[config.mk]
export PLATFORM = sky130hd
export DESIGN_NAME = sprite_motion_ctrl
export DESIGN_NICKNAME = d
export VERILOG_FILES = /design/src/rtl/sprite_pkg.sv /design/src/rtl/sprite_axis_step.sv /design/src/rtl/sprite_motion_ctrl.sv
export SDC_FILE = /design/constraint.sdc
export NUM_CORES = 1
export LEC_CHECK = 0
export BUFFER_PORTS_ARGS = -buffer_cell sky130_fd_sc_hd__buf_4
export CAP_MARGIN = 0
export CORE_ASPECT_RATIO = 1.2
export CORE_MARGIN = 3
export CORE_UTILIZATION = 40
export CTS_BUF_LIST = sky130_fd_sc_hd__clkbuf_4 sky130_fd_sc_hd__clkbuf_8
export DETAILED_ROUTE_END_ITERATION = 8
export SYNTH_ARGS = -nofsm -noshare
export SYNTH_HDL_FRONTEND = slang
export SYNTH_SLANG_ARGS = --single-unit
[constraint.sdc]
create_clock -name i_pix_clk -period 12.3 [get_ports i_pix_clk]
set_input_delay 1.845 -clock i_pix_clk [delete_from_list [all_inputs] [get_ports i_pix_clk]]
set_output_delay 1.845 -clock i_pix_clk [all_outputs]
set_load 0.005 [all_outputs]
[src/rtl/sprite_pkg.sv]
// Shared definitions for the sprite motion scheduler: config field codes and FSM state type.
package sprite_pkg;

  localparam logic [1:0] CFG_X    = 2'd0;
  localparam logic [1:0] CFG_Y    = 2'd1;
  localparam logic [1:0] CFG_XVEL = 2'd2;
  localparam logic [1:0] CFG_YVEL = 2'd3;

  // ST_RESET is never held; it only falls straight through to ST_IDLE.
  typedef enum logic [1:0] {
    ST_RESET  = 2'd0,
    ST_IDLE   = 2'd1,
    ST_UPDATE = 2'd2,
    ST_DONE   = 2'd3
  } state_t;

endpackage

[src/rtl/sprite_axis_step.sv]
// One-axis motion step: pos + vel with bounce at [0, MAX), velocity negation saturating.
module sprite_axis_step #(
  parameter int COORD_W = 16
) (
  input  logic signed [COORD_W-1:0] i_pos,
  input  logic signed [COORD_W-1:0] i_vel,
  input  logic signed [COORD_W:0]   i_max,
  output logic signed [COORD_W-1:0] o_pos,
  output logic signed [COORD_W-1:0] o_vel
);

  localparam logic signed [COORD_W-1:0] MOST_NEG = {1'b1, {(COORD_W-1){1'b0}}};
  localparam logic signed [COORD_W-1:0] MOST_POS = {1'b0, {(COORD_W-1){1'b1}}};

  logic signed [COORD_W:0]   next_pos;
  logic signed [COORD_W:0]   max_m1;
  logic signed [COORD_W-1:0] neg_vel;

  always_comb begin
    // One extra bit so the sum of two extreme values never wraps.
    next_pos = {i_pos[COORD_W-1], i_pos} + {i_vel[COORD_W-1], i_vel};
    max_m1   = i_max - {{COORD_W{1'b0}}, 1'b1};
    neg_vel  = (i_vel == MOST_NEG) ? MOST_POS : -i_vel;
    o_pos    = next_pos[COORD_W-1:0];
    o_vel    = i_vel;
    if (next_pos >= i_max) begin
      o_pos = max_m1[COORD_W-1:0];
      o_vel = neg_vel;
    end else if (next_pos[COORD_W]) begin
      o_pos = '0;
      o_vel = neg_vel;
    end
  end

endmodule

[src/rtl/sprite_motion_ctrl.sv]
// Per-frame sprite motion scheduler: on each vblank rising edge, steps one sprite per cycle.
module sprite_motion_ctrl
  import sprite_pkg::*;
#(
  parameter int NUM_SPRITES = 4,
  parameter int COORD_W     = 16,
  parameter int X_MAX       = 200,
  parameter int Y_MAX       = 150,
  parameter int RST_X_VEL   = 3,
  parameter int RST_Y_VEL   = 2,
  localparam int IDX_W      = $clog2(NUM_SPRITES)
) (
  input  logic                           i_pix_clk,
  input  logic                           i_reset,
  input  logic                           i_vert_blank,
  input  logic                           i_cfg_valid,
  input  logic [IDX_W-1:0]               i_cfg_sprite,
  input  logic [1:0]                     i_cfg_field,
  input  logic [COORD_W-1:0]             i_cfg_data,
  output logic                           o_cfg_ready,
  output logic [NUM_SPRITES*COORD_W-1:0] o_x_coords,
  output logic [NUM_SPRITES*COORD_W-1:0] o_y_coords,
  output logic                           o_busy,
  output logic                           o_frame_done,
  output logic [15:0]                    o_frame_count,
  output state_t                         o_dbg_state
);

  localparam logic signed [COORD_W:0] X_MAX_S = (COORD_W+1)'(X_MAX);
  localparam logic signed [COORD_W:0] Y_MAX_S = (COORD_W+1)'(Y_MAX);

  // Handshake: a config write transfers on a clock edge where i_cfg_valid && o_cfg_ready;
  // the requester must hold valid and its payload stable until that edge.
  state_t                    state_q, state_d;
  logic [IDX_W-1:0]          idx_q, idx_d;
  logic                      vblank_q;
  logic [15:0]               count_q, count_d;
  logic signed [COORD_W-1:0] x_q  [NUM_SPRITES];
  logic signed [COORD_W-1:0] x_d  [NUM_SPRITES];
  logic signed [COORD_W-1:0] y_q  [NUM_SPRITES];
  logic signed [COORD_W-1:0] y_d  [NUM_SPRITES];
  logic signed [COORD_W-1:0] xv_q [NUM_SPRITES];
  logic signed [COORD_W-1:0] xv_d [NUM_SPRITES];
  logic signed [COORD_W-1:0] yv_q [NUM_SPRITES];
  logic signed [COORD_W-1:0] yv_d [NUM_SPRITES];
  logic signed [COORD_W-1:0] step_x_pos, step_x_vel, step_y_pos, step_y_vel;
  logic                      vblank_edge;

  assign vblank_edge = i_vert_blank && !vblank_q;

  sprite_axis_step #(.COORD_W(COORD_W)) u_step_x (
    .i_pos(x_q[idx_q]), .i_vel(xv_q[idx_q]), .i_max(X_MAX_S),
    .o_pos(step_x_pos), .o_vel(step_x_vel)
  );

  sprite_axis_step #(.COORD_W(COORD_W)) u_step_y (
    .i_pos(y_q[idx_q]), .i_vel(yv_q[idx_q]), .i_max(Y_MAX_S),
    .o_pos(step_y_pos), .o_vel(step_y_vel)
  );

  always_comb begin
    state_d      = state_q;
    idx_d        = idx_q;
    count_d      = count_q;
    x_d          = x_q;
    y_d          = y_q;
    xv_d         = xv_q;
    yv_d         = yv_q;
    o_cfg_ready  = 1'b0;
    o_busy       = 1'b0;
    o_frame_done = 1'b0;
    case (state_q)
      ST_IDLE: begin
        o_cfg_ready = 1'b1;
        // The write lands on the same edge that starts a sweep, so the sweep sees it.
        if (i_cfg_valid) begin
          case (i_cfg_field)
            CFG_X:    x_d[i_cfg_sprite]  = i_cfg_data;
            CFG_Y:    y_d[i_cfg_sprite]  = i_cfg_data;
            CFG_XVEL: xv_d[i_cfg_sprite] = i_cfg_data;
            default:  yv_d[i_cfg_sprite] = i_cfg_data;
          endcase
        end
        if (vblank_edge) begin
          state_d = ST_UPDATE;
          idx_d   = '0;
        end
      end
      ST_UPDATE: begin
        o_busy       = 1'b1;
        x_d[idx_q]   = step_x_pos;
        xv_d[idx_q]  = step_x_vel;
        y_d[idx_q]   = step_y_pos;
        yv_d[idx_q]  = step_y_vel;
        if (idx_q == IDX_W'(NUM_SPRITES-1)) begin
          state_d = ST_DONE;
          idx_d   = '0;
        end else begin
          idx_d = idx_q + 1'b1;
        end
      end
      ST_DONE: begin
        o_busy       = 1'b1;
        o_frame_done = 1'b1;
        count_d      = count_q + 16'd1;
        state_d      = ST_IDLE;
      end
      default: state_d = ST_IDLE;
    endcase
  end

  always_ff @(posedge i_pix_clk or posedge i_reset) begin
    if (i_reset) begin
      state_q  <= ST_IDLE;
      idx_q    <= '0;
      vblank_q <= 1'b1;
      count_q  <= '0;
      for (int i = 0; i < NUM_SPRITES; i++) begin
        x_q[i]  <= '0;
        y_q[i]  <= '0;
        xv_q[i] <= COORD_W'(RST_X_VEL);
        yv_q[i] <= COORD_W'(RST_Y_VEL);
      end
    end else begin
      state_q  <= state_d;
      idx_q    <= idx_d;
      vblank_q <= i_vert_blank;
      count_q  <= count_d;
      x_q      <= x_d;
      y_q      <= y_d;
      xv_q     <= xv_d;
      yv_q     <= yv_d;
    end
  end

  always_comb begin
    o_x_coords = '0;
    o_y_coords = '0;
    for (int i = 0; i < NUM_SPRITES; i++) begin
      o_x_coords[i*COORD_W +: COORD_W] = x_q[i];
      o_y_coords[i*COORD_W +: COORD_W] = y_q[i];
    end
  end

  assign o_frame_count = count_q;
  assign o_dbg_state   = state_q;

endmodule

==> metrics.md <==
| Metric | Value |
|---|---|
| Maximum vdd ir drop | 0.210 mV |
| CP Class | reg2reg |
| Routed length per placed instance | 25.6 um |
| # DRC | 0 |
| Main synth FF type | dfrtp_1 |
| HP Class | reg2reg |
| Layout cell share with drive strength beyond 1 | 0.241 |
| Port Buffers | 172 |
| Inst Count DP | 2148 |
| Maximum fanout along the worst path | 51 |
| Reg2Reg Setup Slack | 5.81 ns |
| Int Pwr | 0.00304 W |
| Number of diodes | 0 |
| Fmax | 0.154 GHz |
| Nets | 1745 |
| Leading area contributor after synthesis | dfrtp_1 |
| HPWL after detailed placement | 39.0 mm |
| Switching portion of total power | 0.451 |
| Post-synthesis simple-gate area fraction | 0.146 |
| Clock-pin transition on the worst setup and hold timing paths | 0.07 ns |
| P&R area growth vs syn | 17.1% |
| Outcome | completed |
| Clk_skew | 0.0404 ns |
| CTS Hold Bufs | 0 |
| CTS tree | built |
| Clock power frac | 0.160 |
| Ports | 173 |
| Drt initial violations | 1274 |
| Synth Area in Compound Gates | 0.208 |
| Slew HR | 0.119 |
| Finished layout cell area | 18200 um2 |
| Critical Path RT | 12.71 ns |
| Hold Startpoint | o_frame_count[15]$_DFFE_PP0P_ |
| Number of global-route vias before repair | 13982 |
| Final GP Congestion | 0.918 |
| Pleak | 7.99 nW |
| Worst reg2reg path depth | 15 |
| Die width | 186 um |
| Max-slew violations | 0 |
| Post-Synth Adder-Cell Area | 0.0371 |
| Via density | 6.32 |
| XOR/XNOR Fraction of Synth Area | 0.0197 |
| Pre-antenna DRT Iters | 6 |
| Hold Path Depth | 1 |
| CP endpoint kind | register |
| Hold path endpoint | o_frame_count[15]$_DFFE_PP0P_ |
| Sequential power share | 0.289 |
| Syn Std Cell Area | 15600 um2 |
| Clock sinks | 277 |
| RR Endpoint | o_x_coords[32]$_DFFE_PP0P_ |
| PwrDens | 303 nW/um2 |
| Root Driver | clkbuf_8 |
| Max-Cap Viols | 0 |
| Overall Global Routing Usage | 0.274 |
| Number of synthesized flops with an enable pin | 0 |
| Pin count of the biggest net entering global routing | 130 |
| Slew @ Worst Pin | 1.32 ns |
| Warnings from Yosys | 0 |
| Area contributors post-synth | dfrtp_1 42%, mux4_2 8.7%, nand2_1 7.6% |
| Post-Synthesis Cells | 1540 |
| Max Root-Sink Buffers | 3 |
| Synthesized flop and latch total | 277 |
| Starting Density | 0.408 |
| Final hold viol count | 0 |
| Postcts setup bufs | 0 |
| Syn avg cell area | 10.1 um2 |
| Post-Syn Nets | 1609 |
| Pre-CTS setup slack | 5.93 ns |
| Async SR Flop Fraction | 1.00 |
| Arr. time, crit path | 6.91 ns |
| First-pass GRT wire length | 86.9 mm |
| Post-CTS Resized | 0 |
| Final std cells w/o fill | 2232 |
| Design Power | 0.00554 W |
| Largest family of logic cells by synthesized area | compound AO/OA/AOI/OAI gates |
| Initial antenna violation count | 0 |
| Final TNS setup | 0 ns |
| Synth top area share | 0.422 |
| Final Cycle Share | 0.528 |
| DP Area | 17200 um2 |
| CTS Buf Count | 46 |
| Share of the yosys chip area belonging to registers | 0.446 |
| DRT Wirelength | 57.2 mm |
| Unrepaired setup endpoints after global routing | no |
| Row cnt | 78 |
| CP Launch Type | register |
| Logic gate share of total power | 0.551 |
| Grt total ovfl | 0 |
| Core footprint | 38200 um2 |
| Setup violators final | 0 |
| Synth cell types | 73 |
| R2R Path Start | idx_q[1]$_DFFE_PP0P_ |
| Period minus WS final | 6.49 ns |
| Setup ws final | 5.81 ns |
| Mux cell area share after synthesis | 0.109 |
| H-tree depth | 2 |
| Vias | 14099 |
| Net Switching | 0.00250 W |
| Die Area | 41400 um2 |
| Final ANT Viol Nets | 0 |
| Die Y | 222 um |
| Clock Latency Late Sink | 0.62 ns |
-- power by group through the flow --
stage	registers [W]	clock network (W)	logic (W)
2_1_floorplan	0.00151	0	0.00209
3_3_place_gp	0.00160	0	0.00296
3_5_place_dp	0.00160	0	0.00300
4_1_cts	0.00159	0.000894	0.00301
5_1_grt	0.00164	0.000933	0.00332
6_report	0.00160	0.000885	0.00305
-- worst max path at each step --
| stage | startpoint | endpoint | cells after the start |
|---|---|---|---|
| 2_1_floorplan | i_reset | idx_q[0]$_DFFE_PP0P_ | 1 |
| 3_3_place_gp | idx_q[1]$_DFFE_PP0P_ | o_x_coords[32]$_DFFE_PP0P_ | 15 |
| 3_5_place_dp | idx_q[1]$_DFFE_PP0P_ | o_x_coords[32]$_DFFE_PP0P_ | 15 |
| 4_1_cts | idx_q[1]$_DFFE_PP0P_ | o_x_coords[32]$_DFFE_PP0P_ | 15 |
| 5_1_grt | idx_q[1]$_DFFE_PP0P_ | o_x_coords[32]$_DFFE_PP0P_ | 15 |
| 6_report | idx_q[1]$_DFFE_PP0P_ | o_x_coords[32]$_DFFE_PP0P_ | 15 |
-- layout by cell type (no fill, tap or decap), types with 4 or more instances in the layout --
| cell type | synthesis | routed |
|---|---|---|
| dfstp_2 | 14 | 14 |
| nand3_1 | 41 | 41 |
| or3_1 | 17 | 17 |
| and3_1 | 11 | 11 |
| a31oi_1 | 6 | 6 |
| mux4_2 | 60 | 60 |
| clkbuf_4 | 0 | 16 |
| ha_1 | 43 | 43 |
| mux2i_1 | 5 | 5 |
| inv_1 | 27 | 26 |
| a21o_1 | 9 | 8 |
| xnor2_1 | 29 | 29 |
| a21boi_0 | 10 | 10 |
| a21oi_1 | 51 | 50 |
| o21ai_0 | 151 | 151 |
| buf_4 | 3 | 186 |
| a211oi_1 | 4 | 4 |
| o21ai_1 | 6 | 6 |
| mux2_2 | 20 | 20 |
| o21a_1 | 13 | 13 |
| clkbuf_8 | 0 | 60 |
| nand2b_1 | 12 | 12 |
| xor2_1 | 6 | 6 |
| nand3b_1 | 5 | 5 |
| o21bai_1 | 5 | 5 |
| o211ai_1 | 4 | 4 |
| nand2_1 | 317 | 317 |
| dfrtp_1 | 263 | 261 |
| nor3_1 | 9 | 8 |
| nor3b_1 | 7 | 5 |
| nor2_1 | 38 | 38 |
| a32oi_1 | 12 | 12 |
| nand4_1 | 12 | 12 |
| a22o_1 | 28 | 28 |
| a31o_2 | 16 | 16 |
| o221ai_1 | 128 | 128 |
| clkinv_2 | 0 | 5 |
| or2_2 | 9 | 9 |
-- synth_stat cells (13+ instances only) --
cell / n
inv_1: 27
dfrtp_1: 263
a22o_1: 28
clkbuf_1: 77
or3_1: 17
xnor2_1: 29
a31o_2: 16
nor2_1: 38
mux4_2: 60
o21ai_0: 151
mux2_2: 20
nand2_1: 317
nand3_1: 41
o221ai_1: 128
a21oi_1: 51
ha_1: 43
o21a_1: 13
dfstp_2: 14
-- layout make-up --
cell class | count | area, um2
clock inverter | 8 | 52.6
clock buffer | 76 | 946
sequential | 277 | 6950
multi-input combinational | 1138 | 8140
fill | 3567 | 19900
inverter | 27 | 109
tap | 520 | 651
timing repair buffer | 186 | 1400
-- flip-flops by register name, indices dropped and copies added, names as in the netlist --
register / count
yv_q: 64
o_x_coords: 64
xv_q: 64
vblank_q: 1
o_dbg_state: 2
idx_q: 2
o_frame_count: 16
o_y_coords: 64
-- cell families (layout without fill, tap and decap cells) --
kind of cell    after synthesis  after routing
xor+xnor                     35             35
buf+inv                     125            297
compound gates              467            467
mux                          88             88
fa+ha+maj                    45             45
simple gates                503            503
flops                       277            277
-- critical path: stages, from the launching register on --
cell      delay, ns
dfrtp_2        0.70
buf_4          0.81
mux4_2         0.61
ha_1           0.23
fa_1           0.41
a21o_1         0.21
a221oi_2       0.35
o41ai_1        0.18
a31oi_1        0.30
and4b_1        0.23
nor3_1         0.55
nand3_1        0.64
buf_4          0.42
or2_2          0.33
a21boi_0       0.19
o21ai_0        0.10
-- stage by stage --
| step | hold WS, ns | util |
|---|---|---|
| after detailed placement | 0.468 | 0.452 |
| after global placement | 0.462 | 0.452 |
| after global routing | 0.504 | 0.478 |
| final | 0.475 | 0.478 |
| after floorplan | 0.447 | - |
| after CTS | 0.480 | 0.478 |
-- layer usage --
layer  vias up  GRT usage  wire, um
met5         -          0         0
met4         0     0.0966      1960
met3       142     0.0655      5620
met2       744      0.440     27600
met1      7120      0.363     22100
li1       6093          -         -
Note: power is estimated with default switching activity, not from simulation.
